File: src/rtl/mem_excp_collect_pkg.sv
// Shared definitions for the MEM-stage exception collector: CP0 exception
// bit positions, memory access size encodings, upstream flag field indices,
// the FSM state type and the raw-flag bundle fed to the priority encoder.
package mem_excp_collect_pkg;

  // Bit positions in the one-hot vector handed to CP0
  localparam int EXCP_BIT_ADEL_F = 31;
  localparam int EXCP_BIT_RI     = 30;
  localparam int EXCP_BIT_OV     = 29;
  localparam int EXCP_BIT_BP     = 28;
  localparam int EXCP_BIT_SYS    = 27;
  localparam int EXCP_BIT_ADEL_D = 26;
  localparam int EXCP_BIT_ADES   = 25;
  localparam int EXCP_BIT_ERET   = 0;

  // Data access size encodings (3 behaves as a word)
  localparam logic [1:0] MEM_SZ_B = 2'd0;
  localparam logic [1:0] MEM_SZ_H = 2'd1;
  localparam logic [1:0] MEM_SZ_W = 2'd2;

  // Field indices of excp_flags_i
  localparam int FLAG_ADEL_F = 5;
  localparam int FLAG_RI     = 4;
  localparam int FLAG_OV     = 3;
  localparam int FLAG_BP     = 2;
  localparam int FLAG_SYS    = 1;
  localparam int FLAG_ERET   = 0;

  typedef enum logic {
    ST_RUN    = 1'b0,
    ST_SQUASH = 1'b1
  } state_t;

  // Raw exception causes, declared highest priority first
  typedef struct packed {
    logic adel_f;
    logic ri;
    logic ov;
    logic bp;
    logic sys;
    logic adel_d;
    logic ades;
    logic eret;
  } raw_excp_t;

  // Alignment check for a data access of the given size
  function automatic logic misaligned(input logic [1:0] size, input logic [1:0] addr_lo);
    case (size)
      MEM_SZ_B: misaligned = 1'b0;
      MEM_SZ_H: misaligned = addr_lo[0];
      default:  misaligned = |addr_lo;
    endcase
  endfunction

endpackage

File: src/rtl/mem_excp_collect_if.sv
// Bus between the MEM stage / CP0 and the exception collector.
// Optional: MEM_EXCP_STAT_EN adds the excp_count_o statistics output.
interface mem_excp_collect_if;
  logic        valid_i;
  logic [31:0] pc_i;
  logic        in_delayslot_i;
  logic [5:0]  excp_flags_i;
  logic        mem_re_i;
  logic        mem_we_i;
  logic [1:0]  mem_size_i;
  logic [31:0] mem_addr_i;
  logic        flush_i;
  logic [31:0] exception_type_o;
  logic [31:0] pc_o;
  logic [31:0] exception_addr_o;
  logic        now_in_delayslot_o;
  logic        mem_kill_o;
  logic        busy_o;
`ifdef MEM_EXCP_STAT_EN
  logic [15:0] excp_count_o;
`endif

  // Collector side
  modport slave (
    input  valid_i, pc_i, in_delayslot_i, excp_flags_i, mem_re_i, mem_we_i,
           mem_size_i, mem_addr_i, flush_i,
    output exception_type_o, pc_o, exception_addr_o, now_in_delayslot_o,
           mem_kill_o, busy_o
`ifdef MEM_EXCP_STAT_EN
    , output excp_count_o
`endif
  );

  // Pipeline / CP0 side
  modport master (
    output valid_i, pc_i, in_delayslot_i, excp_flags_i, mem_re_i, mem_we_i,
           mem_size_i, mem_addr_i, flush_i,
    input  exception_type_o, pc_o, exception_addr_o, now_in_delayslot_o,
           mem_kill_o, busy_o
`ifdef MEM_EXCP_STAT_EN
    , input excp_count_o
`endif
  );
endinterface

File: src/rtl/mem_excp_collect_excp_prio_enc.sv
// Fixed-priority encoder: picks the highest-priority raw exception cause and
// emits it as a one-hot CP0 vector; addr_sel marks a data-address fault win.
module excp_prio_enc
  import mem_excp_collect_pkg::*;
(
  input  raw_excp_t   raw,
  output logic [31:0] vec,
  output logic        addr_sel
);

  // Priority chain, fetch AdEL first, ERET last
  always_comb begin
    // NOTE: defaults first so every path assigns every output and no latch is inferred.
    vec      = '0;
    addr_sel = 1'b0;
    if (raw.adel_f)      vec[EXCP_BIT_ADEL_F] = 1'b1;
    else if (raw.ri)     vec[EXCP_BIT_RI]     = 1'b1;
    else if (raw.ov)     vec[EXCP_BIT_OV]     = 1'b1;
    else if (raw.bp)     vec[EXCP_BIT_BP]     = 1'b1;
    else if (raw.sys)    vec[EXCP_BIT_SYS]    = 1'b1;
    else if (raw.adel_d) begin
      vec[EXCP_BIT_ADEL_D] = 1'b1;
      addr_sel             = 1'b1;
    end else if (raw.ades) begin
      vec[EXCP_BIT_ADES] = 1'b1;
      addr_sel           = 1'b1;
    end else if (raw.eret) vec[EXCP_BIT_ERET] = 1'b1;
  end

endmodule

File: src/rtl/mem_excp_collect.sv
// MEM-stage exception collector feeding CP0. Registers the retiring
// instruction, checks data alignment, prioritises causes, and squashes
// younger instructions after an exception/ERET until CP0 flushes or a
// timeout expires. Optional: MEM_EXCP_STAT_EN adds a saturating count of
// taken exceptions (ERET excluded) on excp_count_o.
module mem_excp_collect
  import mem_excp_collect_pkg::*;
#(
  parameter logic [31:0] RESET_PC   = 32'hbfc0_0000,
  parameter int unsigned FLUSH_WAIT = 3
) (
  input  logic               clock_i,
  input  logic               reset_i,
  mem_excp_collect_if.slave  bus
);

  localparam logic [3:0] WAIT_INIT = 4'(FLUSH_WAIT);

  state_t      state, state_nxt;
  logic [3:0]  sq_cnt;
  raw_excp_t   raw;
  logic [31:0] vec;
  logic        addr_sel;
  logic        mis;
  logic        accept;
  logic        excp_any;
  logic [31:0] type_q;
  logic [31:0] pc_q;
  logic [31:0] addr_q;
  logic        ds_q;
  logic        busy;
  logic        kill;

  assign mis      = misaligned(bus.mem_size_i, bus.mem_addr_i[1:0]);
  assign accept   = bus.valid_i & (state == ST_RUN) & ~bus.flush_i;
  assign excp_any = |vec;

  // Gather raw causes; a load+store combination is treated as a load
  always_comb begin
    raw        = '0;
    raw.adel_f = bus.excp_flags_i[FLAG_ADEL_F];
    raw.ri     = bus.excp_flags_i[FLAG_RI];
    raw.ov     = bus.excp_flags_i[FLAG_OV];
    raw.bp     = bus.excp_flags_i[FLAG_BP];
    raw.sys    = bus.excp_flags_i[FLAG_SYS];
    raw.adel_d = bus.mem_re_i & mis;
    raw.ades   = bus.mem_we_i & mis & ~bus.mem_re_i;
    raw.eret   = bus.excp_flags_i[FLAG_ERET];
  end

  excp_prio_enc u_prio (
    .raw      (raw),
    .vec      (vec),
    .addr_sel (addr_sel)
  );

  // FSM state register
  always_ff @(posedge clock_i or posedge reset_i) begin
    // NOTE: sequential state uses non-blocking assignments so every flop samples pre-edge values.
    if (reset_i) state <= ST_RUN;
    else         state <= state_nxt;
  end

  // FSM next state: enter SQUASH on any taken exception, leave on flush or timeout
  always_comb begin
    state_nxt = state;
    case (state)
      ST_RUN:    if (accept && excp_any) state_nxt = ST_SQUASH;
      ST_SQUASH: if (bus.flush_i || sq_cnt == 4'd1) state_nxt = ST_RUN;
      default:   state_nxt = ST_RUN;
    endcase
  end

  // FSM outputs: busy flag and combinational data-request kill
  always_comb begin
    busy = (state == ST_SQUASH);
    kill = busy | bus.flush_i |
           (bus.valid_i & ((|bus.excp_flags_i[5:1]) |
                           ((bus.mem_re_i | bus.mem_we_i) & mis)));
  end

  // Squash timeout counter
  always_ff @(posedge clock_i or posedge reset_i) begin
    if (reset_i)                        sq_cnt <= '0;
    else if (accept && excp_any)        sq_cnt <= WAIT_INIT;
    else if (state == ST_SQUASH)        sq_cnt <= sq_cnt - 4'd1;
  end

  // CP0-facing registers: load on accept, bubbles clear the vector only
  always_ff @(posedge clock_i or posedge reset_i) begin
    if (reset_i) begin
      type_q <= '0;
      pc_q   <= RESET_PC;
      addr_q <= '0;
      ds_q   <= 1'b0;
    end else if (accept) begin
      type_q <= vec;
      pc_q   <= bus.pc_i;
      ds_q   <= bus.in_delayslot_i;
      if (addr_sel) addr_q <= bus.mem_addr_i;
    end else begin
      type_q <= '0;
    end
  end

  assign bus.exception_type_o   = type_q;
  assign bus.pc_o               = pc_q;
  assign bus.exception_addr_o   = addr_q;
  assign bus.now_in_delayslot_o = ds_q;
  assign bus.busy_o             = busy;
  assign bus.mem_kill_o         = kill;

`ifdef MEM_EXCP_STAT_EN
  logic [15:0] stat_count;

  // Saturating count of taken exceptions, ERET excluded
  always_ff @(posedge clock_i or posedge reset_i) begin
    if (reset_i) stat_count <= '0;
    else if (accept && excp_any && !vec[EXCP_BIT_ERET] && stat_count != 16'hffff)
      stat_count <= stat_count + 16'd1;
  end

  assign bus.excp_count_o = stat_count;
`endif

endmodule

File: src/flat_wrapper.sv
// flat-port wrapper written by rule: the top's interface ports become plain ports
module mem_excp_collect_flat import mem_excp_collect_pkg::*;
#(
  parameter logic [31:0] RESET_PC   = 32'hbfc0_0000,
  parameter int unsigned FLUSH_WAIT = 3
)
  (clock_i, reset_i, bus_valid_i, bus_pc_i, bus_in_delayslot_i, bus_excp_flags_i, bus_mem_re_i, bus_mem_we_i, bus_mem_size_i, bus_mem_addr_i, bus_flush_i, bus_exception_type_o, bus_pc_o, bus_exception_addr_o, bus_now_in_delayslot_o, bus_mem_kill_o, bus_busy_o);
  mem_excp_collect_if bus_i ();
  input  logic clock_i;
  input  logic reset_i;
  input wire logic [$bits(bus_i.valid_i)-1:0] bus_valid_i;
  input wire logic [$bits(bus_i.pc_i)-1:0] bus_pc_i;
  input wire logic [$bits(bus_i.in_delayslot_i)-1:0] bus_in_delayslot_i;
  input wire logic [$bits(bus_i.excp_flags_i)-1:0] bus_excp_flags_i;
  input wire logic [$bits(bus_i.mem_re_i)-1:0] bus_mem_re_i;
  input wire logic [$bits(bus_i.mem_we_i)-1:0] bus_mem_we_i;
  input wire logic [$bits(bus_i.mem_size_i)-1:0] bus_mem_size_i;
  input wire logic [$bits(bus_i.mem_addr_i)-1:0] bus_mem_addr_i;
  input wire logic [$bits(bus_i.flush_i)-1:0] bus_flush_i;
  output wire logic [$bits(bus_i.exception_type_o)-1:0] bus_exception_type_o;
  output wire logic [$bits(bus_i.pc_o)-1:0] bus_pc_o;
  output wire logic [$bits(bus_i.exception_addr_o)-1:0] bus_exception_addr_o;
  output wire logic [$bits(bus_i.now_in_delayslot_o)-1:0] bus_now_in_delayslot_o;
  output wire logic [$bits(bus_i.mem_kill_o)-1:0] bus_mem_kill_o;
  output wire logic [$bits(bus_i.busy_o)-1:0] bus_busy_o;
  assign bus_i.valid_i = bus_valid_i;
  assign bus_i.pc_i = bus_pc_i;
  assign bus_i.in_delayslot_i = bus_in_delayslot_i;
  assign bus_i.excp_flags_i = bus_excp_flags_i;
  assign bus_i.mem_re_i = bus_mem_re_i;
  assign bus_i.mem_we_i = bus_mem_we_i;
  assign bus_i.mem_size_i = bus_mem_size_i;
  assign bus_i.mem_addr_i = bus_mem_addr_i;
  assign bus_i.flush_i = bus_flush_i;
  assign bus_exception_type_o = bus_i.exception_type_o;
  assign bus_pc_o = bus_i.pc_o;
  assign bus_exception_addr_o = bus_i.exception_addr_o;
  assign bus_now_in_delayslot_o = bus_i.now_in_delayslot_o;
  assign bus_mem_kill_o = bus_i.mem_kill_o;
  assign bus_busy_o = bus_i.busy_o;
  mem_excp_collect #(.RESET_PC(RESET_PC), .FLUSH_WAIT(FLUSH_WAIT)) u_core (.clock_i(clock_i), .reset_i(reset_i), .bus(bus_i));
endmodule
File: config.mk
export PLATFORM = sky130hd
export DESIGN_NAME = mem_excp_collect_flat
export DESIGN_NICKNAME = d
export VERILOG_FILES = /design/src/rtl/mem_excp_collect_pkg.sv /design/src/rtl/mem_excp_collect_if.sv /design/src/rtl/mem_excp_collect_excp_prio_enc.sv /design/src/rtl/mem_excp_collect.sv /design/src/flat_wrapper.sv
export SDC_FILE = /design/constraint.sdc
export NUM_CORES = 1
export LEC_CHECK = 0
export CORE_UTILIZATION = 40
export DETAILED_ROUTE_END_ITERATION = 10
export PLACE_DENSITY_LB_ADDON = 0.2
export SYNTH_ARGS = -nofsm -noshare
export SYNTH_HDL_FRONTEND = slang
export SYNTH_HIERARCHICAL = 1
export SYNTH_SLANG_ARGS = --single-unit
File: constraint.sdc
create_clock -name clock_i -period 3.6 [get_ports clock_i]
set_input_delay 0.72 -clock clock_i [delete_from_list [all_inputs] [get_ports clock_i]]
set_output_delay 0.72 -clock clock_i [all_outputs]
set_load 0.05 [all_outputs]
==> out/metrics.cfg <==
[placement]
dpl-instance-area_sq_um=5930
place.gp.congestion=0.748
pre_cts_slack_ns=0.323
portBuffers=177
post-dp-hpwl_um=6750

[final_layout]
final_net_count=549
drive_gt1_frac=0.144
antenna_cells=0
syn_to_final_growth_pct=48.7
final_area_sq_um=6130

[synthesis]
ys_types=33
avgSynthCellArea_sq_um=14.2
synth_xor_area_frac=0.00638
synth_top_family_by_area=multiplexers
yosys-top-cells-count=dfrtp_1 (93), and2_1 (35), mux2_2 (35)
synth_top_area_frac=0.565
synth_cells=290
async_flop_share=1.00
yosys.area_share.simple=0.108
yosysSeqAreaShare=0.622
synth_area_leaders=dfrtp_1 (57%), mux2_2 (9.6%), mux2_1 (8.2%)
synth_ff_type=dfrtp_1
synthAdderAreaFrac=0.00608
synth_most_common_cell=dfrtp_1
synthesis.area_sq_um=4120
synth_seq_cells=102
synth_compound_area_frac=0.00881
synth_edf_count=0
muxShareOfSynthArea=0.178
ys.warnings.count=6
yosysTopAreaCell=dfrtp_1

[critical_path]
cp_top_family=simple AND/OR/NAND/NOR gates
critical_path_arrival_ns=2.59
worstSetupPathType=input port to output port
critPathLaunchType=input port
cpPeakStageDelay_ns=0.53
ff2ff_setup_slack_ns=1.63
path_buf_inv=2
crit_path_max_fanout=5
crit_path_cell_trace=clkdlybuf4s50_1 > or4_1 > nor2_1 > o21ai_0 > a211o_1 > buf_4
cp-end-kind=output port
worst-endpoint-required_ns=2.88
critical_path.slowest_cell=or4_1

[power]
power.leakage_nw=2.73
swShare=0.365
pwr-share-clk=0.213
power.switching_mw=1.22
pwr-share-comb=0.361
power.density_nw_per_um2=545
internal_power_mw=2.12
pwr-share-seq=0.426
vdd_drop_max_v=0.000366

[routing]
first_pass_iters=4
ant_nets=0
routed_wl_um=9060
vias_per_cell=4.57
drt_iter0_drc=66
drc=0
route.vias.total=2768
wl_per_cell_um=15.0

[clock_network]
path_clk_slew_ns=0.09
htreeDepth=3
cts_tree=built
cts_root_buf=clkbuf_8
clock-sinks=102
clk_path_buf_depth=2
cts_setup_buffers=0
cts_buffers=9
hold_buffers=0
clkLatencyLatePin_ns=0.36
postCtsResizedCells=0

[timing]
fmax_ghz=0.302
slew_viol_final=0
fin_ws_ns=0.285
clock_skew_ns=0.00809
relSlewSlack=0.621
hold_viol_final=0
setup_viol=0
min_period_over_period=0.921
fin_crit_ns=3.31
setup_tns_ns=0
rsz0062_at_grt=no
worst_pin_slew_ns=0.567

[floorplan]
start_util=0.418
dieWidth_um=103
fp.dieH_um=103
io_pins=178
coreArea_sq_um=9860
rows=36
die-area_sq_um=10700

[grt]
antenna_found_initial=0
grt_remaining_overflow=0
grt_max_degree=72
grt_pass1_wl_um=13900
grt_usage=0.175
grt_pass1_vias=2761

[run_status]
status=finished, final reports clean

[hold_path]
hp-class=flip-flop to flip-flop

[flow_run]
drv_cap=0

==> state kept, by name, indices dropped and copies added (netlist names) <==
signal,count
u_core/bus.busy_o,1
u_core/sq_cnt,4
u_core/bus.pc_o,32
u_core/bus.exception_type_o,32
u_core/bus.now_in_delayslot_o,1
u_core/bus.exception_addr_o,32
==> layout make-up <==
type	count	area, sq um
inverters	4	17.5
fillers	791	3740
clock buffers	11	131
repair buffers	181	1820
clock inverters	5	60.1
multi-input cells	170	1360
flip-flops and latches	102	2560
well taps	133	166
==> placed cells by master, fill, tap and decap left out, types with 5 or more instances in the layout <==
cell             count
clkdlybuf4s50_1    176
dfrtp_1             93
and2_1              35
mux2_2              35
mux2_1              30
conb_1              24
clkbuf_8             9
dfstp_2              9
nor4_1               8
nand2_1              6
nor2_1               5
==> cells by family after synthesis <==
| kind of cell | count (synthesis) |
|---|---|
| flops | 102 |
| simple gates | 70 |
| mux | 65 |
| buf+inv | 41 |
| compound gates | 6 |
| xor+xnor | 3 |
| fa+ha+maj | 2 |
| other cells | 1 |
==> per-layer routing <==
metal  track usage  share of wire  routed length, um
met1         0.217           0.41               3680
met2         0.277           0.47               4240
met3        0.0672           0.11                991
met4        0.0683          0.016                146
met5             0              0                  0
==> through the flow <==
step | hold WS (ns) | util | std cells | power [mW]
2_1_floorplan | 0.504 | - | 313 | 2.22
3_3_place_gp | 0.466 | 0.602 | 590 | 2.64
3_5_place_dp | 0.474 | 0.602 | 590 | 2.66
4_1_cts | 0.495 | 0.621 | 606 | 3.38
5_1_grt | 0.510 | 0.621 | 606 | 3.51
6_report | 0.491 | 0.621 | 606 | 3.34
==> power groups by stage <==
stage               clock, mW  combinational (mW)  sequential, mW
floorplan                   0               0.259            1.97
global placement            0                1.20            1.44
detailed placement          0                1.21            1.45
CTS                     0.739                1.22            1.42
global route            0.791                1.27            1.45
finish                  0.709                1.21            1.42
==> final timing paths <==
| path | from | endpoint | cells past startpoint |
|---|---|---|---|
| max | bus_excp_flags_i[1] | bus_mem_kill_o | 6 |
| min in group asynchronous | reset_i | u_core/bus.pc_o[12] | 2 |
| min | u_core/bus.exception_addr_o[5] | u_core/bus.exception_addr_o[5] | 1 |
| max in group asynchronous | reset_i | u_core/bus.pc_o[31] | 3 |
| min reg2reg | u_core/bus.exception_addr_o[5] | u_core/bus.exception_addr_o[5] | 1 |
| max reg2reg | u_core/bus.busy_o | u_core/bus.exception_addr_o[19] | 5 |
(Power assumes the default switching activity.)
==> variant, RTL diff (same settings) <==
`RESET_PC` is set to 32'hbfc0_0000 in 2 places; all go to 32'h80000000.
--- a/src/rtl/mem_excp_collect.sv
+++ b/src/rtl/mem_excp_collect.sv
@@ -8,3 +8,3 @@
 #(
-  parameter logic [31:0] RESET_PC   = 32'hbfc0_0000,
+  parameter logic [31:0] RESET_PC   = 32'h80000000,
   parameter int unsigned FLUSH_WAIT = 3
--- a/src/flat_wrapper.sv
+++ b/src/flat_wrapper.sv
@@ -3,3 +3,3 @@
 #(
-  parameter logic [31:0] RESET_PC   = 32'hbfc0_0000,
+  parameter logic [31:0] RESET_PC   = 32'h80000000,
   parameter int unsigned FLUSH_WAIT = 3
Formal check against the unedited RTL: not equivalent (a bounded check fails within 4 cycles, from zero or initial values and one cycle with reset_i high).
==> variant against the unedited design <==
Final area decreased by 0.29%; setup slack improved by 8.7 ps; first-iteration DRC count is 52% lower; clock power shrank 8.7%; synthesized area decreased by 0.24%; power fell by 2.4%; sequential cell count is the same; register-to-register slack gained 200 ps; routed wire length decreased by 1.2%; cell count rose by 0.17%; via count decreased by 0.54%.
==> variant: results <==
set metrics [dict create \
    status "completed" \
    synth-async-reset-ratio 1.000 \
    cts_sinks 102 \
    routedWlPerCell_um 14.74 \
    synth_commonest_cells "dfrtp_1 (101), and2_1 (35), mux2_2 (35)" \
    multiInputGateArea_um2 1363 \
    grtUsageTotal 0.1717 \
    hold_ws_ps 488.1 \
    final_layout_size_suffix_gt1_frac 0.1308 \
    seq_area_um2 2554 \
    crit_end "bus_mem_kill_o" \
    multi_input_area_share 0.2231 \
    peakVddDrop_mv 0.3794 \
    synthAdderAreaFrac 0.006090 \
    dpl.hpwl_um 6694 \
    drt-vias-per-instance 4.535 \
    final_net_count 550 \
    clock_area_frac 0.02888 \
    grt_pass1_wl_um 13590 \
    grt_pass1_vias 2771 \
    synth.top_cells.by_area "dfrtp_1 (62%), mux2_2 (9.6%), mux2_1 (8.2%), and2_1 (5.3%), buf_4 (5.1%)" \
    synth-compound-area-share 0.008831 \
    grt_max_degree 45 \
    slew_headroom 0.6136 \
    yosysSeqAreaShare 0.6215 \
    r2r_setup_slack_ps 1830 \
    min_from "u_core/bus.exception_addr_o[11]" \
    clkbuf_count 11 \
    dp.cells 591 \
    placed_cell_area_um2 5932 \
    htree_num_levels 3 \
    dp_worst_setup_slack_ps 278.0 \
    n_fill_cell 801 \
    buffer_area_frac 0.2999 \
    synthXorXnorAreaFrac 0.006395 \
    n_all_buffers 182 \
    crit_family "simple AND/OR/NAND/NOR gates" \
    synth_mux_area_frac 0.1781 \
    reg2regPathDepth 4 \
    whs_endpoint "u_core/bus.exception_addr_o[11]" \
    first_pass_iters 3 \
    r2r-end "u_core/sq_cnt[3]" \
    leakage_nw 2.742 \
    max_stage_delay_ps 550 \
    gp_congestion 0.7641 \
    finalClockSkew_ps 7.573 \
]
==> variant: through the flow <==
| step | power, mW | util |
|---|---|---|
| after floorplan | 2.199 | - |
| after global placement | 2.618 | 0.6013 |
| after detailed placement | 2.640 | 0.6013 |
| after CTS | 3.298 | 0.6192 |
| after global routing | 3.423 | 0.6192 |
| final | 3.258 | 0.6192 |
==> variant: layer usage <==
metal / part of all wire / track usage / vias to the layer above
met3: 0.11 / 0.07056 / 11
met2: 0.46 / 0.2776 / 114
met4: 0.014 / 0.06501 / 0
met5: 0 / 0 / -
li1: - / - / 1298
met1: 0.42 / 0.2055 / 1330
==> variant: where the power goes <==
part / internal [mW] / switching, mW
combinational: 0.465 / 0.742
clock: 0.271 / 0.376
sequential: 1.31 / 0.0916
==> variant: worst reg2reg max path: stages, from the launching register on <==
cell and delay [ps]:
dfrtp_1 500, nor3b_4 260, buf_4 390, o21ai_0 310, and2_1 220
